[src/rtl/result_selecter_stage_pkg.sv]
// Shared types for the FPU result output stage.
// result_selecter_stage_pkg : occupancy encoding of the output stage storage.
// sign / exponent / fraction_msb / fraction_lsbs : final field select enums.
// fpu_format : binary32 field constants and the assembled result word type.

package result_selecter_stage_pkg;
    // How many results the stage is holding: none, main register only,
    // or main register plus skid register.
    typedef enum logic [1:0] {
        OCC_EMPTY = 2'd0,
        OCC_MAIN  = 2'd1,
        OCC_FULL  = 2'd2
    } occupancy_t;
endpackage

package sign;
    typedef enum logic [1:0] {
        ZERO   = 2'd0,
        ONE    = 2'd1,
        RESULT = 2'd2
    } sign_select;
endpackage

package exponent;
    typedef enum logic [1:0] {
        ZEROS  = 2'd0,
        ONES   = 2'd1,
        RESULT = 2'd2
    } exponent_select;
endpackage

package fraction_msb;
    typedef enum logic [1:0] {
        ZERO   = 2'd0,
        ONE    = 2'd1,
        RESULT = 2'd2
    } fraction_msb_select;
endpackage

package fraction_lsbs;
    typedef enum logic [1:0] {
        ZEROS  = 2'd0,
        RESULT = 2'd1
    } fraction_lsbs_select;
endpackage

package fpu_format;
    localparam logic [7:0] EXP_ONES        = 8'hFF;
    localparam logic [7:0] EXP_ZEROS       = 8'h00;
    localparam int         FRAC_MSB_BIT    = 22;
    localparam int         FRAC_LSBS_WIDTH = 22;

    typedef struct packed {
        logic        sign;
        logic [7:0]  exponent;
        logic [22:0] fraction;
    } result_word_t;
endpackage

[src/rtl/result_field_mux.sv]
// Purely combinational assembly of the binary32 result word from the four
// final field selects and the raw normalized sign/exponent/significand.
// Unlisted select encodings force their field to zero.

module result_field_mux
    import fpu_format::*;
(
    input  sign::sign_select                   sign_select,
    input  exponent::exponent_select           exponent_select,
    input  fraction_msb::fraction_msb_select   fraction_msb_select,
    input  fraction_lsbs::fraction_lsbs_select fraction_lsbs_select,
    input  logic                               result_sign,
    input  logic [9:0]                         result_exponent,
    input  logic [24:0]                        result_fraction,
    output result_word_t                       word
);

    // The exponent overflow bits and the hidden bit never reach the word.
    logic unused_bits;
    assign unused_bits = ^{result_exponent[9:8], result_fraction[24:23]};

    // Per-field source selection.
    always_comb begin
        word = '0;

        case (sign_select)
            sign::ONE:    word.sign = 1'b1;
            sign::RESULT: word.sign = result_sign;
            default:      word.sign = 1'b0;
        endcase

        case (exponent_select)
            exponent::ZEROS:  word.exponent = EXP_ZEROS;
            exponent::ONES:   word.exponent = EXP_ONES;
            exponent::RESULT: word.exponent = result_exponent[7:0];
            default:          word.exponent = 8'h00;
        endcase

        case (fraction_msb_select)
            fraction_msb::ONE:    word.fraction[FRAC_MSB_BIT] = 1'b1;
            fraction_msb::RESULT: word.fraction[FRAC_MSB_BIT] = result_fraction[FRAC_MSB_BIT];
            default:              word.fraction[FRAC_MSB_BIT] = 1'b0;
        endcase

        case (fraction_lsbs_select)
            fraction_lsbs::RESULT:
                word.fraction[FRAC_LSBS_WIDTH-1:0] = result_fraction[FRAC_LSBS_WIDTH-1:0];
            default:
                word.fraction[FRAC_LSBS_WIDTH-1:0] = '0;
        endcase
    end

endmodule

[src/rtl/result_selecter_stage.sv]
// FPU output stage: assembles the binary32 result and registers it behind a
// valid/ready handshake with a one-entry skid buffer.
// Optional macro STATUS_FLAGS_EN adds the registered status_flags output
// {invalid_nan, infinity, zero, denormal_flush}.
//
// Handshake: a word moves whenever valid and ready are both high on a rising
// clock edge, on either side. in_ready comes straight from state (it is low
// only while the skid register is occupied), so it never depends
// combinationally on out_ready. Order is strictly FIFO; nothing is dropped
// or duplicated.

module result_selecter_stage
    import result_selecter_stage_pkg::*;
    import fpu_format::*;
(
    input  logic                               clk,
    input  logic                               reset,
    input  logic                               in_valid,
    output logic                               in_ready,
    input  sign::sign_select                   sign_select,
    input  exponent::exponent_select           exponent_select,
    input  fraction_msb::fraction_msb_select   fraction_msb_select,
    input  fraction_lsbs::fraction_lsbs_select fraction_lsbs_select,
    input  logic                               result_sign,
    input  logic [9:0]                         result_exponent,
    input  logic [24:0]                        result_fraction,
    output logic                               out_valid,
    input  logic                               out_ready,
    output logic [31:0]                        result
`ifdef STATUS_FLAGS_EN
    ,
    output logic [3:0]                         status_flags
`endif
);

    occupancy_t   occupancy;
    occupancy_t   occupancy_next;
    result_word_t word;
    result_word_t main_word;
    result_word_t skid_word;
    logic         accept;

    result_field_mux u_field_mux (
        .sign_select          (sign_select),
        .exponent_select      (exponent_select),
        .fraction_msb_select  (fraction_msb_select),
        .fraction_lsbs_select (fraction_lsbs_select),
        .result_sign          (result_sign),
        .result_exponent      (result_exponent),
        .result_fraction      (result_fraction),
        .word                 (word)
    );

    assign in_ready  = (occupancy != OCC_FULL);
    assign out_valid = (occupancy != OCC_EMPTY);
    assign accept    = in_valid & in_ready;
    assign result    = main_word;

`ifdef STATUS_FLAGS_EN
    logic [3:0] word_flags;
    logic [3:0] main_flags;
    logic [3:0] skid_flags;

    // Classify the assembled word; denormal_flush marks a nonzero significand
    // that the selects deliberately squashed to zero.
    always_comb begin
        word_flags    = 4'h0;
        word_flags[3] = (word.exponent == EXP_ONES)  && (word.fraction != '0);
        word_flags[2] = (word.exponent == EXP_ONES)  && (word.fraction == '0);
        word_flags[1] = (word.exponent == EXP_ZEROS) && (word.fraction == '0);
        word_flags[0] = (exponent_select == exponent::ZEROS)
                     && (result_fraction != '0)
                     && (fraction_msb_select == fraction_msb::ZERO)
                     && (fraction_lsbs_select == fraction_lsbs::ZEROS);
    end

    assign status_flags = main_flags;
`endif

    // Occupancy state register.
    always_ff @(posedge clk or posedge reset) begin
        if (reset) begin
            occupancy <= OCC_EMPTY;
        end else begin
            occupancy <= occupancy_next;
        end
    end

    // Occupancy transitions: accept fills, out_ready drains.
    always_comb begin
        occupancy_next = occupancy;
        case (occupancy)
            OCC_EMPTY: begin
                if (accept) occupancy_next = OCC_MAIN;
            end
            OCC_MAIN: begin
                if (accept && !out_ready)      occupancy_next = OCC_FULL;
                else if (!accept && out_ready) occupancy_next = OCC_EMPTY;
            end
            OCC_FULL: begin
                if (out_ready) occupancy_next = OCC_MAIN;
            end
            default: occupancy_next = OCC_EMPTY;
        endcase
    end

    // Data registers: the skid entry moves up first when it exists; otherwise
    // a new word goes to main if main is empty or draining, else to skid.
    always_ff @(posedge clk or posedge reset) begin
        if (reset) begin
            main_word <= '0;
            skid_word <= '0;
`ifdef STATUS_FLAGS_EN
            main_flags <= 4'h0;
            skid_flags <= 4'h0;
`endif
        end else if (occupancy == OCC_FULL) begin
            if (out_ready) begin
                main_word <= skid_word;
`ifdef STATUS_FLAGS_EN
                main_flags <= skid_flags;
`endif
            end
        end else if (accept) begin
            if (occupancy == OCC_EMPTY || out_ready) begin
                main_word <= word;
`ifdef STATUS_FLAGS_EN
                main_flags <= word_flags;
`endif
            end else begin
                skid_word <= word;
`ifdef STATUS_FLAGS_EN
                skid_flags <= word_flags;
`endif
            end
        end
    end

endmodule

[config.mk]
export PLATFORM = sky130hd
export DESIGN_NAME = result_selecter_stage
export DESIGN_NICKNAME = d
export VERILOG_FILES = /design/src/rtl/result_selecter_stage_pkg.sv /design/src/rtl/result_field_mux.sv /design/src/rtl/result_selecter_stage.sv
export SDC_FILE = /design/constraint.sdc
export NUM_CORES = 1
export LEC_CHECK = 0
export CAP_MARGIN = 20
export CORE_ASPECT_RATIO = 1.75
export CORE_MARGIN = 2
export CORE_UTILIZATION = 41
export DETAILED_ROUTE_END_ITERATION = 10
export PLACE_DENSITY = 0.71
export SLEW_MARGIN = 20
export SYNTH_ARGS = -nofsm -noshare
export SYNTH_HDL_FRONTEND = slang
export SYNTH_SLANG_ARGS = --single-unit
[constraint.sdc]
create_clock -name clk -period 2.3 [get_ports clk]
set_input_delay 0.46 -clock clk [delete_from_list [all_inputs] [get_ports clk]]
set_output_delay 0.46 -clock clk [all_outputs]
set_load 0.02 [all_outputs]
==> metrics <==
Crit. End Element=primary output; total negative setup slack=0 ns; Power Dens Cells=832 nW/um^2; drt drc=0; metal1 wirelength=3080 um; Synth Register Bits=66; dpl hpwl=5100 um; clock-pin slew on the worst setup and hold paths=0.05 ns; fmax=0.470 GHz; Clock Tree Buf Depth=2; count of different cell masters after synthesis=26; RSZ-0062 raised after global routing=false; r2r worst-path depth=7; Cells after Synth=338; clock root cell=clkbuf_16; Worst Hold Launch=skid_word[4]; ANT nets after route=0; ant diodes=0; synthesized cell area=3370 sq um; die area=approximately 9000 sq um; Die Ht=124 um; Detailed Route WL=7370 um; minimum clock period=2.13 ns; hold crit path type=reg2reg; Max VDD drop=around 0.54 mV; Pleak=2.08 nW; pin count of the biggest net entering global routing=67; # Post-CTS Setup Buffers=0; Worst-Margin Slew=0.499 ns; Buf/Inv on CP=1; CTS tree=built; Final Power=0.00375 W; most common cell after layout, fill and taps aside=clkdlybuf4s50_1; hold endpoint=skid_word[4]; IO Count=82; antenna violations before repair=0; reg-to-reg endpoint=occupancy[0]; Synth Flop Type=dfrtp_1; CTS resizes=0; Slew headroom=66.7%; Final Slew Violations=0; Die Span X=72.6 um; status=completed; sequential element share of the synthesized area=49.0%; CP top delay family=buffers and inverters; Iteration-0 DRC Markers=170; required time of the critical path=between 1.5 and 2 ns; H-Tree Depth=3; WL/cell=14.7 um; clock sinks=66; # hold bufs at CTS=0; CP Max Fanout=10; layout cells sized above 1=10.7%; Worst-Skew Late Latency=0.33 ns; DR pass1 iterations=4; fraction of registers with async set/reset=100%; reg2reg start=occupancy[1]; max cap viols=0; via count=between 2000 and 3000; FP Rows=43; synth-to-layout area growth=33.8%; Final Hold Vio Count=0; Post-synth EDFFs=0; Initial Util=42.4%; CTS buffer count=9; highest routed layer=met4; Post-Syn Nets=393; WHS Path Cells=2; Nets=around 460; Vias/cell=5.28; Final setup viols=0; GRT Total Usage=18.1%; met3 routed WL=294 um; max incr delay on CP=0.54 ns; core area=between 7000 and 8000 sq um; Setup CP Type=reg2out; clock skew=0.00464 ns; met2 wire length=3770 um; period utilization=92.6%; placer congestion estimate=0.797; FF-to-FF setup slack=about 0.42 ns; vias in the first global route=2718; input/output buffers=77; first-pass GRT wire length=roughly 13000 um; Mean Syn Cell Area=9.98 sq um; Startpoint Class=register; GRT overflow=0; CP cell instances=or2_2 -> clkdlybuf4s50_1; # fillers=roughly 730; commonest cells after routing, fill and taps aside=77 x clkdlybuf4s50_1, 66 x dfrtp_1, 56 x nand2_1; slowest CP cell=clkdlybuf4s50_1; Yosys warnings=0; crit path DAT=1.67 ns
## synthesized netlist by cell type (5+ instances only)
library cell | n | area share, %
dfrtp_1 | 66 | 49
nand2_1 | 56 | 6.2
inv_1 | 30 | 3.3
mux2i_1 | 23 | 6.8
a31oi_1 | 22 | 4.1
and3b_1 | 22 | 5.7
o21ai_0 | 22 | 3.3
o31ai_1 | 20 | 4.5
clkbuf_1 | 13 | 1.4
nand3b_1 | 11 | 2.4
a21oi_1 | 10 | 1.5
buf_2 | 8 | 1.2
mux2_4 | 8 | 3.6
ha_1 | 7 | 2.6
buf_1 | 5 | 0.56
## cell families (layout without fill, tap and decap cells)
family	count (synthesis)	in the layout	share of synthesized area (%)
compound gates	77	77	14.2
fa+ha+maj	7	7	2.60
buf+inv	61	136	7.64
flops	66	66	49.0
mux	34	34	11.5
simple gates	93	93	15.1
## per-layer routing
metal / global-route usage (%) / up-vias
li1: - / 1297
met1: 20.6 / 1279
met2: 31.0 / 66
met3: 3.88 / 16
met4: 10.1 / 0
met5: 0 / -
## stage by stage
stage | hold WS, ns | instances | instance area (sq um) | worst slack, ns | util [%]
after global routing | 0.492 | 503 | 4510 | 0.0686 | 56.7
final | 0.476 | 503 | 4510 | 0.171 | 56.7
after CTS | 0.477 | 503 | 4510 | 0.149 | 56.7
after floorplan | 0.442 | 338 | 3370 | 0.185 | -
after global placement | 0.455 | 487 | 4220 | 0.166 | 53.0
after detailed placement | 0.465 | 487 | 4220 | 0.156 | 53.0
## layout make-up
type / instances / area, sq um / area share (%)
Timing Repair Buffer: 89 / 873 / 19.4
Clock buffer: 12 / 267 / 5.91
Inverter: 31 / 116 / 2.58
Tap cell: 90 / 113 / 2.50
Multi-Input combinational cell: 211 / 1470 / 32.5
Sequential cell: 66 / 1650 / 36.6
Clock inverter: 4 / 25.0 / 0.555
## worst max path at each step
stage / startpoint / endpoint / slack, ns / depth (start not counted)
6_report: occupancy[1] / out_valid / 0.17 / 2
5_1_grt: occupancy[1] / in_ready / 0.07 / 3
4_1_cts: occupancy[1] / out_valid / 0.15 / 2
3_5_place_dp: exponent_select[0] / result[30] / 0.16 / 5
3_3_place_gp: exponent_select[0] / result[28] / 0.17 / 5
2_1_floorplan: reset / occupancy[0] / 0.19 / 1
## state kept, by name, summed over array words and instances, names as in the netlist
name and cells:
result 32, skid_word 32, occupancy 2
## tightest hold or removal path: stages, from the launching register on
cell and delay [ns]:
dfrtp_1 0.33, nand2_1 0.04, o21ai_0 0.06
## power by group
group / switching, W / internal, W
combinational: 0.000493 / 0.000486
clock: 0.000485 / 0.000812
sequential: 0.000110 / 0.00137
Power figures use the tool's default switching activity.
